**src/rtl/uart_pkg.sv**
```systemverilog
// uart_pkg: definitions shared by the UART transmitter and receiver.
//   uart_state_e  - frame FSM encodings (4-bit): IDLE, START, DATA, PARITY, STOP
//   clks_per_bit  - system clocks per serial bit (integer division)
package uart_pkg;
   typedef enum logic [3:0] {IDLE, START, DATA, PARITY, STOP} uart_state_e;
   function automatic int clks_per_bit(input int clk_freq, input int b_rate);
      return clk_freq / b_rate;
   endfunction
endpackage

```
**src/rtl/uart_xmit_if.sv**
```systemverilog
// uart_xmit_if: byte-request / serial-line bundle of the UART transmitter.
//   T_EN          - transmit request (master -> slave)
//   Data          - byte to send, valid with T_EN (master -> slave)
//   Serial        - TX line, idle high (slave -> master)
//   Busy          - frame in progress (slave -> master)
//   Transmit_Done - one-cycle end-of-frame pulse (slave -> master)
interface uart_xmit_if;
   logic       T_EN;
   logic [7:0] Data;
   logic       Serial;
   logic       Busy;
   logic       Transmit_Done;
   modport master (output T_EN, Data, input Serial, Busy, Transmit_Done);
   modport slave (input T_EN, Data, output Serial, Busy, Transmit_Done);
endinterface

```
**src/rtl/uart_baud_gen.sv**
```systemverilog
// uart_baud_gen: bit-period counter with clear; bit_tick_o is high in the last cycle of each bit.
//   Clk, reset  - clock, synchronous active-high reset
//   clr_i       - holds the counter at zero (used while the transmitter is idle)
//   bit_tick_o  - one-cycle pulse every CLKS_PER_BIT cycles
module uart_baud_gen #(
   parameter int CLKS_PER_BIT = 5208
) (
   input  logic Clk,
   input  logic reset,
   input  logic clr_i,
   output logic bit_tick_o
);
   logic [31:0] cnt_q;
   assign bit_tick_o = (cnt_q == 32'(CLKS_PER_BIT - 1));
   // Wrapping on the tick restarts the count exactly at each bit boundary.
   always_ff @(posedge Clk) begin
      if (reset || clr_i || bit_tick_o) cnt_q <= '0;
      else cnt_q <= cnt_q + 32'd1;
   end
endmodule

```
**src/rtl/uart_xmit.sv**
```systemverilog
// uart_xmit: UART transmitter, one byte per T_EN as 8N1/8N2, or 8E1/8E2 when UART_XMIT_PARITY_EN is defined.
//   Clk, reset - clock, synchronous active-high reset (aborts any frame)
//   bus        - uart_xmit_if.slave: T_EN/Data in, Serial/Busy/Transmit_Done out
module uart_xmit
   import uart_pkg::*;
#(
   parameter int ClkFreq   = 50000000,
   parameter int B_Rate    = 9600,
   parameter int STOP_BITS = 1
) (
   input logic         Clk,
   input logic         reset,
   uart_xmit_if.slave  bus
);
   localparam int CLKS_PER_BIT = clks_per_bit(ClkFreq, B_Rate);
   uart_state_e state_q;
   logic [7:0]  shift_q;
   logic [2:0]  bit_idx_q;
   logic        stop_cnt_q;
   logic        serial_q, busy_q, done_q;
   logic        tick;
`ifdef UART_XMIT_PARITY_EN
   logic        parity_q;
`endif
   uart_baud_gen #(.CLKS_PER_BIT(CLKS_PER_BIT)) u_baud (
      .Clk(Clk),
      .reset(reset),
      .clr_i(state_q == IDLE),
      .bit_tick_o(tick)
   );
   assign bus.Serial = serial_q;
   assign bus.Busy = busy_q;
   assign bus.Transmit_Done = done_q;
   // Serial always carries the bit of the current slot; each tick loads the next one.
   always_ff @(posedge Clk) begin
      if (reset) begin
         state_q <= IDLE;
         shift_q <= '0;
         bit_idx_q <= '0;
         stop_cnt_q <= 1'b0;
         serial_q <= 1'b1;
         busy_q <= 1'b0;
         done_q <= 1'b0;
`ifdef UART_XMIT_PARITY_EN
         parity_q <= 1'b0;
`endif
      end else begin
         done_q <= 1'b0;
         case (state_q)
            IDLE: if (bus.T_EN && !busy_q) begin
               state_q <= START;
               shift_q <= bus.Data;
               bit_idx_q <= '0;
               serial_q <= 1'b0;
               busy_q <= 1'b1;
`ifdef UART_XMIT_PARITY_EN
               parity_q <= ^bus.Data;
`endif
            end
            START: if (tick) begin
               state_q <= DATA;
               serial_q <= shift_q[0];
               shift_q <= shift_q >> 1;
            end
            DATA: if (tick) begin
               bit_idx_q <= bit_idx_q + 3'd1;
               if (bit_idx_q == 3'd7) begin
`ifdef UART_XMIT_PARITY_EN
                  state_q <= PARITY;
                  serial_q <= parity_q;
`else
                  state_q <= STOP;
                  serial_q <= 1'b1;
                  stop_cnt_q <= 1'b0;
`endif
               end else begin
                  serial_q <= shift_q[0];
                  shift_q <= shift_q >> 1;
               end
            end
`ifdef UART_XMIT_PARITY_EN
            PARITY: if (tick) begin
               state_q <= STOP;
               serial_q <= 1'b1;
               stop_cnt_q <= 1'b0;
            end
`endif
            STOP: if (tick) begin
               if (stop_cnt_q == 1'(STOP_BITS - 1)) begin
                  state_q <= IDLE;
                  busy_q <= 1'b0;
                  done_q <= 1'b1;
               end else stop_cnt_q <= stop_cnt_q + 1'b1;
            end
            default: begin
               state_q <= IDLE;
               serial_q <= 1'b1;
               busy_q <= 1'b0;
            end
         endcase
      end
   end
endmodule
```
**src/flat_wrapper.sv**
```systemverilog
// flat-port wrapper written by rule: the top's interface ports become plain ports
module uart_xmit_flat import uart_pkg::*;
#(
   parameter int ClkFreq   = 50000000,
   parameter int B_Rate    = 9600,
   parameter int STOP_BITS = 1
)
  (Clk, reset, bus_T_EN, bus_Data, bus_Serial, bus_Busy, bus_Transmit_Done);
  uart_xmit_if bus_i ();
  input logic Clk;
  input logic reset;
  input wire logic [$bits(bus_i.T_EN)-1:0] bus_T_EN;
  input wire logic [$bits(bus_i.Data)-1:0] bus_Data;
  output wire logic [$bits(bus_i.Serial)-1:0] bus_Serial;
  output wire logic [$bits(bus_i.Busy)-1:0] bus_Busy;
  output wire logic [$bits(bus_i.Transmit_Done)-1:0] bus_Transmit_Done;
  assign bus_i.T_EN = bus_T_EN;
  assign bus_i.Data = bus_Data;
  assign bus_Serial = bus_i.Serial;
  assign bus_Busy = bus_i.Busy;
  assign bus_Transmit_Done = bus_i.Transmit_Done;
  uart_xmit #(.ClkFreq(ClkFreq), .B_Rate(B_Rate), .STOP_BITS(STOP_BITS)) u_core (.Clk(Clk), .reset(reset), .bus(bus_i));
endmodule
```
**config.mk**
```make
export PLATFORM = sky130hd
export DESIGN_NAME = uart_xmit_flat
export DESIGN_NICKNAME = d
export VERILOG_FILES = /design/src/rtl/uart_pkg.sv /design/src/rtl/uart_xmit_if.sv /design/src/rtl/uart_baud_gen.sv /design/src/rtl/uart_xmit.sv /design/src/flat_wrapper.sv
export SDC_FILE = /design/constraint.sdc
export NUM_CORES = 1
export LEC_CHECK = 0
export ABC_AREA = 1
export CAP_MARGIN = 20
export CORE_MARGIN = 5
export CORE_UTILIZATION = 50
export CTS_CLUSTER_SIZE = 10
export DETAILED_ROUTE_END_ITERATION = 10
export PLACE_DENSITY = 0.69
export SLEW_MARGIN = 25
export SYNTH_ARGS = -nofsm -noshare
export SYNTH_HDL_FRONTEND = slang
export SYNTH_SLANG_ARGS = --single-unit
```
**constraint.sdc**
```tcl
create_clock -name Clk -period 2.25 [get_ports Clk]
set_clock_uncertainty 0.2 [all_clocks]
set_input_delay 0.3375 -clock Clk [delete_from_list [all_inputs] [get_ports Clk]]
set_output_delay 0.3375 -clock Clk [all_outputs]
set_load 0.01 [all_outputs]
```
Word level (Yosys, flattened, before mapping). Index checks and enable logic that the tools add are counted.

Bits in registers: 51. Bits in latches: 0. Memory bits (writable): 0. Bits in read-only memories: 0. Input bits: 11. Output and inout bits: 3. Logic and storage cells: 72. Memories kept: 0.

Add/subtract/negate cells: 3. Multiply operators: 0. Divide/modulo/power cells: 0. Magnitude comparators: 0. Eq/ne operators: 12. Shift operators: 0. Muxes and demuxes: 30. Bitwise gates (word level): 3. Reductions and logical operators: 16.

Operators with widths (number): 32-bit by 1-bit adder with 32-bit output (second input constant) (1); 32-bit by 13-bit == test with 1-bit output (second input constant) (1); 8-bit two-way mux (4); 4-bit two-way mux (6); 8-bit case mux with 3 select lines (1); 4-bit case mux with 4 select lines (1); 1-bit two-way mux (12); 4-bit AND reduction (3); 2-bit != test (second input constant) (5); 3-bit two-way mux (2); 3-bit case mux with 2 select lines (1); 6-bit AND reduction (1); 5-bit AND reduction (1); 4-bit by 1-bit == test with 1-bit output (second input constant) (1); 4-bit by 2-bit == test with 1-bit output (second input constant) (1); 4-bit by 3-bit == test with 1-bit output (second input constant) (1); 4-bit zero test (1); 2-bit by 1-bit != test with 1-bit output (second input constant) (2); 1-bit case mux with 4 select lines (1); 2-bit nonzero test (2); 3-bit by 1-bit adder with 3-bit output (second input constant) (1); 3-bit == test (second input constant) (1); 1-bit NOT (3); 1-bit case mux with 3 select lines (1); 9 further kinds (10).

Logic depth before layout (Yosys ltp). Gate-level depths: netlist of the first run.

Depth after elaboration: 4. Mapped depth: 11. Gate-level depth less buffers: 11.

Hierarchy. A second synthesis of the first run with hierarchy kept.

Cell total of the unflattened synthesis: 471. Area total of the unflattened synthesis: 2962.8 µm².

Modules (own cells, without submodules): uart_baud_gen (times used 1, cells each 328, area an instance 1988.2 µm², sequential area each 640.6 µm²); uart_xmit (times used 1, cells each 143, area an instance 974.7 µm², sequential area each 340.3 µm²).

Worst setup path after synthesis of the first run. Ideal clock, no wire load.

Path type: register to register. Start: register u_core.u_baud.cnt_q[0]. End: register u_core.u_baud.cnt_q[30]. Setup time: 0.113 ns. Arrival time: 1.409 ns. Data required time: 1.937 ns. Slack: 0.528 ns. Cell stages (with the launch flop): 12. Path buffers: 1. Period minus slack after synthesis: 1.722 ns. Cells stage by stage: dfxtp_1 ha_1 nand2_2 nor2_2 nand2_2 nor2_4 nand2_4 nand2_4 inv_4 buf_6 o21ai_1 inv_1.

Cells in the longest elaborated chain, start to end: 2. Elaborated cells on any way between the ends: 3. Classes of those cells: add/sub: 1; eq/ne: 1; reduce/logical: 1.

RTL lines: start: declaration (RTL line uart_baud_gen.sv:13) `logic [31:0] cnt_q;`; start signal: assignment (RTL line uart_baud_gen.sv:18) `else cnt_q <= cnt_q + 32'd1;`; parallel branches: the longest is 2 deep, another holds 32-bit by 1-bit adder with 32-bit output.

Parallel ways; which one is timed is not known. A chain may end at the register's enable or synchronous reset.

Worst setup path after layout of the first run.
Start: register u_core.u_baud.cnt_q[0]. End: register u_core.u_baud.cnt_q[26].

The elaborated chain is that of the path after synthesis.

==> results of run 1 <==
## critical path, stage by stage (launching register included)
cell,delay [ns]
dfxtp_1,0.38
ha_1,0.23
nand2_2,0.11
nor2_4,0.13
nand2_4,0.07
nor2_4,0.12
inv_1,0.08
nor2_2,0.15
nand2_1,0.10
xor2_1,0.15
nand2_1,0.06
inv_1,0.04
## final cells by class
cell class	count	area, µm²	share of cell area (%)
clock buffers	7	86.33	2.737
clock inverters	1	30.03	0.9520
inverters	63	239.0	7.576
multi-input cells	316	1575	49.94
flip-flops and latches	49	980.9	31.10
well taps	72	90.09	2.856
repair buffers	16	152.6	4.839
## stage by stage
stage                     setup slack [ns]  instance area [µm²]  utilization (%)
after CTS                           0.3388                 3154            57.28
after detailed placement            0.2378                 3038            55.17
after global placement              0.2678                 3038            55.17
after global routing                0.2040                 3154            57.28
final                               0.3484                 3154            57.28
after floorplan                     0.5284                 2825                -
## power breakdown
| group | internal, µW | leakage, µW | switching (µW) | total, µW |
|---|---|---|---|---|
| combinational | 343 | 0.000832 | 633 | 976 |
| sequential | 993 | 0.000397 | 80.1 | 1070 |
| clock | 363 | 0.0000585 | 292 | 655 |
## state kept, by name, summed over array words and instances, names as in the netlist
register,flops
u_core.bus.Serial,1
u_core.u_baud.cnt_q,32
u_core.bit_idx_q,3
u_core.shift_q,8
u_core.state_q,3
u_core.bus.Busy,1
u_core.bus.Transmit_Done,1
## per-layer routing
layer  GRT usage, %  up-vias  routed length (µm)
met5              0        -                   0
met4          5.755        0                 100
met3          3.010        8                 287
met2          29.38       44                2846
met1          25.36     1207                3036
li1               -     1391                   -
## placed cells by master, fill, tap and decap left out, types with 8 or more instances in the layout
cell             netlist  routed
nor3_1                14      14
inv_2                  8       8
nor2_1                56      56
nand4_1                8       8
nand3_1               27      27
nand2_1              125     125
xor2_1                10      10
clkdlybuf4s50_1        0      13
inv_1                 54      54
dfxtp_1               49      49
a21oi_1               23      23
o21ai_0                8       8
## final timing paths
| path | cells after the start | slack, ns | end | start |
|---|---|---|---|---|
| worst min-delay path | 1 | 0.26 | u_core.u_baud.cnt_q[0]$_SDFF_PP0_ | u_core.u_baud.cnt_q[0]$_SDFF_PP0_ |
| worst max-delay path | 11 | 0.35 | u_core.u_baud.cnt_q[26]$_SDFF_PP0_ | u_core.u_baud.cnt_q[0]$_SDFF_PP0_ |
| worst min register to register | 1 | 0.26 | u_core.u_baud.cnt_q[0]$_SDFF_PP0_ | u_core.u_baud.cnt_q[0]$_SDFF_PP0_ |
| worst max register to register | 11 | 0.35 | u_core.u_baud.cnt_q[26]$_SDFF_PP0_ | u_core.u_baud.cnt_q[0]$_SDFF_PP0_ |
## cells by family after synthesis
| kind of cell | count (synthesis) | share of synthesized area [%] |
|---|---|---|
| flops | 49 | 34.72 |
| compound gates | 42 | 8.326 |
| buf+inv | 67 | 9.521 |
| xor+xnor | 11 | 3.410 |
| simple gates | 260 | 42.69 |
| fa+ha+maj | 3 | 1.329 |
==> results_dict.tcl, run 1 <==
set metrics [dict create \
    async_reset_ff_share_pct 0 \
    post_cts.repair.setup_buffers 0 \
    syn_area_um2 2825 \
    max_freq_mhz 525.9 \
    maxCapViolCount 0 \
    cts_hold_buf 0 \
    diodes 0 \
    cts_root_buf "clkbuf_8" \
    critPathLaunchType "flop" \
    synthTopCellsByCount "nand2_1, nor2_1, inv_1" \
    antenna_found_initial 0 \
    ant_nets 0 \
    port_buffers 13 \
    drive_gt1_share_pct 11.06 \
    syn_nets 446 \
    yosys_most_used_dff "dfxtp_1" \
    slew_headroom_pct 74.69 \
    nNetsFinal 465 \
    vias_per_cell 5.057 \
    outcome "finished, final reports clean" \
    post-route-min-period_ns 1.902 \
    ys_warn_count 0 \
    syn_to_final_growth_pct 11.65 \
    drc 0 \
    hold_viol 0 \
    min_period_over_period_pct 84.52 \
    cts_sinks 49 \
    chipHeight_um 85.17 \
    total_power_uw 2704 \
    grt_overflow 0 \
    core_area_um2 5507 \
    nFillCells 534 \
    drt_first_pass_iters 4 \
    first_iter_violations 226 \
    synth_area_per_cell_um2 6.540 \
    dieWidth_um 85.17 \
    fin_tns_setup_ns 0 \
    design.die.area_um2 7254 \
    tightest_slew_ns 0.3767 \
    p_leak_uw 0.001287 \
    pin_count 14 \
    start_util_pct 51.31 \
    critPathCaptureType "flop" \
    grt_max_degree 16 \
    cts_buffers 5 \
    rsz0062_at_grt "false" \
    required_ns 2.27 \
    via_count 2650 \
    synth.most_common_cell "nand2_1" \
    hold_class "flop to flop" \
    grt_usage_pct 18.40 \
    synth.distinct_cells 32 \
    tritoncts "yes" \
    drt-total-wl_um 6270 \
    ctsHtreeMaxLevel 2 \
    holdWs_ns 0.2643 \
    clkTransAtPathRegs_ns 0.09 \
    ys_seq_area_share_pct 34.72 \
    ys_ff_latch 49 \
    rows 27 \
    synth-edff-count 0 \
    wl_per_cell_um 11.97 \
    placed_cells 516 \
    path_class "flop to flop" \
    dp_hpwl_um 4837 \
    first_global_vias 2437 \
    clockBufferDepth 2 \
    arrival_ns 1.92 \
    clk-insertion-delay-late_ns 0.31 \
    slew_violations 0 \
    critPathMaxFanout 3 \
    cts.repair.resized 0 \
    grt_pass1_wl_um 10930 \
    finalSetupViolCount 0 \
    pwr_density_cell_nw_per_um2 857.2 \
    yosysTopAreaCell "dfxtp_1" \
    synthTopCellsByArea "dfxtp_1, nand2_1, nor2_1" \
    fin_cells 524 \
    gp_congestion 0.9234 \
    synthCells 432 \
    vdd_drop_max_mv 0.5383 \
    yosys.area.top_type_share_pct 34.72 \
]
Power figures use the tool's default switching activity.
==> run 2: changes to the inputs <==
Clock period 2.25 ns to 1.9 ns, I/O delays scaled along.
==> run 2 against run 1 <==
  * Via count shrank 0.79%
  * Count of clock-buffer cells in the layout shrank 1
  * Combinational power grew 29%
  * Sequential power grew 20%
  * Final cell count grew 1.1%
  * Setup slack lost 0.28 ns
  * Core utilization grew 1.5 points
  * Hold slack lost 0.0098 ns
  * Fmax grew 3.7%
  * Die area is the same
  * Total power grew 17%
  * Largest cell class unchanged
  * Largest power group unchanged
==> results_dict.tcl, run 2 (synthesis gave the netlist of run 1 again) <==
set metrics [dict create \
    max_stage_delay_ns 0.38 \
    min_period_over_period_pct 96.53 \
    p_leak_uw 0.001326 \
    cts_hold_buf 0 \
    grt_use_met3_pct 2.913 \
    max_flop_register "u_core.u_baud.cnt_q" \
    rsz0062_at_grt "true" \
    outcome "finished, final reports clean" \
    dieWidth_um 85.17 \
    port_buffers 13 \
    syn_to_final_growth_pct 14.57 \
    arrival_ns 1.86 \
    reg_top3 "u_core.u_baud.cnt_q x32, u_core.shift_q x8" \
    drc 0 \
    pwr_density_cell_nw_per_um2 980.6 \
    ant_nets 0 \
    max_freq_mhz 545.2 \
    pin_count 14 \
    wl_per_cell_um 11.62 \
    ctsHtreeMaxLevel 2 \
    critPathMaxFanout 5 \
    drt-total-wl_um 6156 \
    clk-insertion-delay-late_ns 0.30 \
    layout_common_cells "nand2_1, nor2_1, inv_1" \
    grt_pass1_wl_um 10440 \
    clockBufferDepth 2 \
    drive_gt1_share_pct 14.19 \
    final_util_pct 58.78 \
    clkTransAtPathRegs_ns 0.09 \
    critPathLaunchType "flop" \
    crit_buf_inv 1 \
    grt_max_degree 16 \
    tritoncts "yes" \
    slew_violations 0 \
    final_common_cell "nand2_1" \
    chipHeight_um 85.17 \
    gp_congestion 0.9096 \
    cts_sinks 49 \
    slew_headroom_pct 75.97 \
    first_iter_violations 169 \
    via_count 2629 \
    design.die.area_um2 7254 \
    first_global_vias 2387 \
    grt_busiest_layer "met2" \
    critPathCaptureType "flop" \
    crit_chain "ha_4, nand2_4, nor2_4, nand2_4, nor2_4, nand2_4, nor2_4, inv_2, o21ai_2, nand2_1, nor2_2" \
    critPathSlowestCell "dfxtp_4" \
    finalSetupViolCount 0 \
    vias_per_cell 4.960 \
    grt_overflow 0 \
    post-route-min-period_ns 1.834 \
    nNetsFinal 472 \
    tightest_slew_ns 0.3592 \
    antenna_found_initial 0 \
    grt_usage_pct 17.33 \
    path_class "flop to flop" \
    dp_hpwl_um 4689 \
    cp_top_family "simple AND/OR/NAND/NOR gates" \
    drt_first_pass_iters 4 \
    total_power_uw 3174 \
    vdd_drop_max_mv 0.6424 \
    hold_class "flop to flop" \
    core_area_um2 5507 \
    maxCapViolCount 0 \
    rows 27 \
    met1_usage_pct 24.10 \
    hold_viol 0 \
    diodes 0 \
    start_util_pct 51.31 \
    required_ns 1.93 \
    cts_root_buf "clkbuf_8" \
    cts_buffers 5 \
    nFillCells 530 \
    largest_reg_flops 32 \
    use_met2_pct 27.97 \
]
## run 2: changes by cell type in the layout (fill, tap and decap cells not counted), sizes merged
cell	before	now
buf	3	10
clkinvlp	0	1
clkbuf	7	6
bufinv	1	0
## run 2: power by group
| group | total (µW) | switching [µW] | internal, µW |
|---|---|---|---|
| combinational | 1260 | 766 | 497 |
| clock | 626 | 338 | 288 |
| sequential | 1280 | 103 | 1180 |
| total | 3170 | 1210 | 1970 |
## run 2: what timing repair did
item	in CTS	in global routing
pin swaps	1	5
cloned	0	0
buffers inserted	0	3
resized for setup	2	10
endpoints found under the hold margin	0	0
setup endpoints to repair	1	16
## run 2: worst reg2reg max path, cell delays in order, from the launching register on
cell,delay (ns)
dfxtp_4,0.38
ha_4,0.16
nand2_4,0.07
nor2_4,0.14
nand2_4,0.08
nor2_4,0.15
nand2_4,0.10
nor2_4,0.17
inv_2,0.05
o21ai_2,0.10
nand2_1,0.07
nor2_2,0.10
## run 2: cell type report
class                      instances  area (µm²)  area share [%]
timing repair buffer              23       217.7           6.726
multi-input combinational        316        1613           49.83
clock buffer                       6       82.58           2.551
tap                               72       90.09           2.783
clock inverter                     1       7.507          0.2319
inverter                          63       239.0           7.383
sequential                        49       987.2           30.50
## run 2: final timing paths
path                                                         from  depth (start not counted)  slack (ns)                                 end
worst max-delay path            u_core.u_baud.cnt_q[0]$_SDFF_PP0_                         11        0.07  u_core.u_baud.cnt_q[22]$_SDFF_PP0_
worst min-delay path            u_core.u_baud.cnt_q[0]$_SDFF_PP0_                          1        0.25   u_core.u_baud.cnt_q[0]$_SDFF_PP0_
worst max register to register  u_core.u_baud.cnt_q[0]$_SDFF_PP0_                         11        0.07  u_core.u_baud.cnt_q[22]$_SDFF_PP0_
worst min register to register  u_core.u_baud.cnt_q[0]$_SDFF_PP0_                          1        0.25   u_core.u_baud.cnt_q[0]$_SDFF_PP0_
## run 2: routing by layer
layer	routed length [µm]	share of wire [%]	vias to the layer above
met5	0	0	-
met4	53	0.86	0
met3	285	4.6	5
met2	2740	45	44
met1	3077	50	1179
li1	-	-	1401
## run 2: per-stage QoR
step                hold slack, ns  setup WS [ns]  TNS [ns]  cells  cell area [µm²]
finish                      0.2545        0.06593         0    530             3237
global route                0.2637       -0.02403  -0.08846    530             3237
CTS                         0.2373        0.01267         0    527             3174
detailed placement          0.2524        0.01708         0    520             3080
global placement            0.2434        0.02092         0    520             3080
floorplan                   0.1639         0.1784         0    432             2825
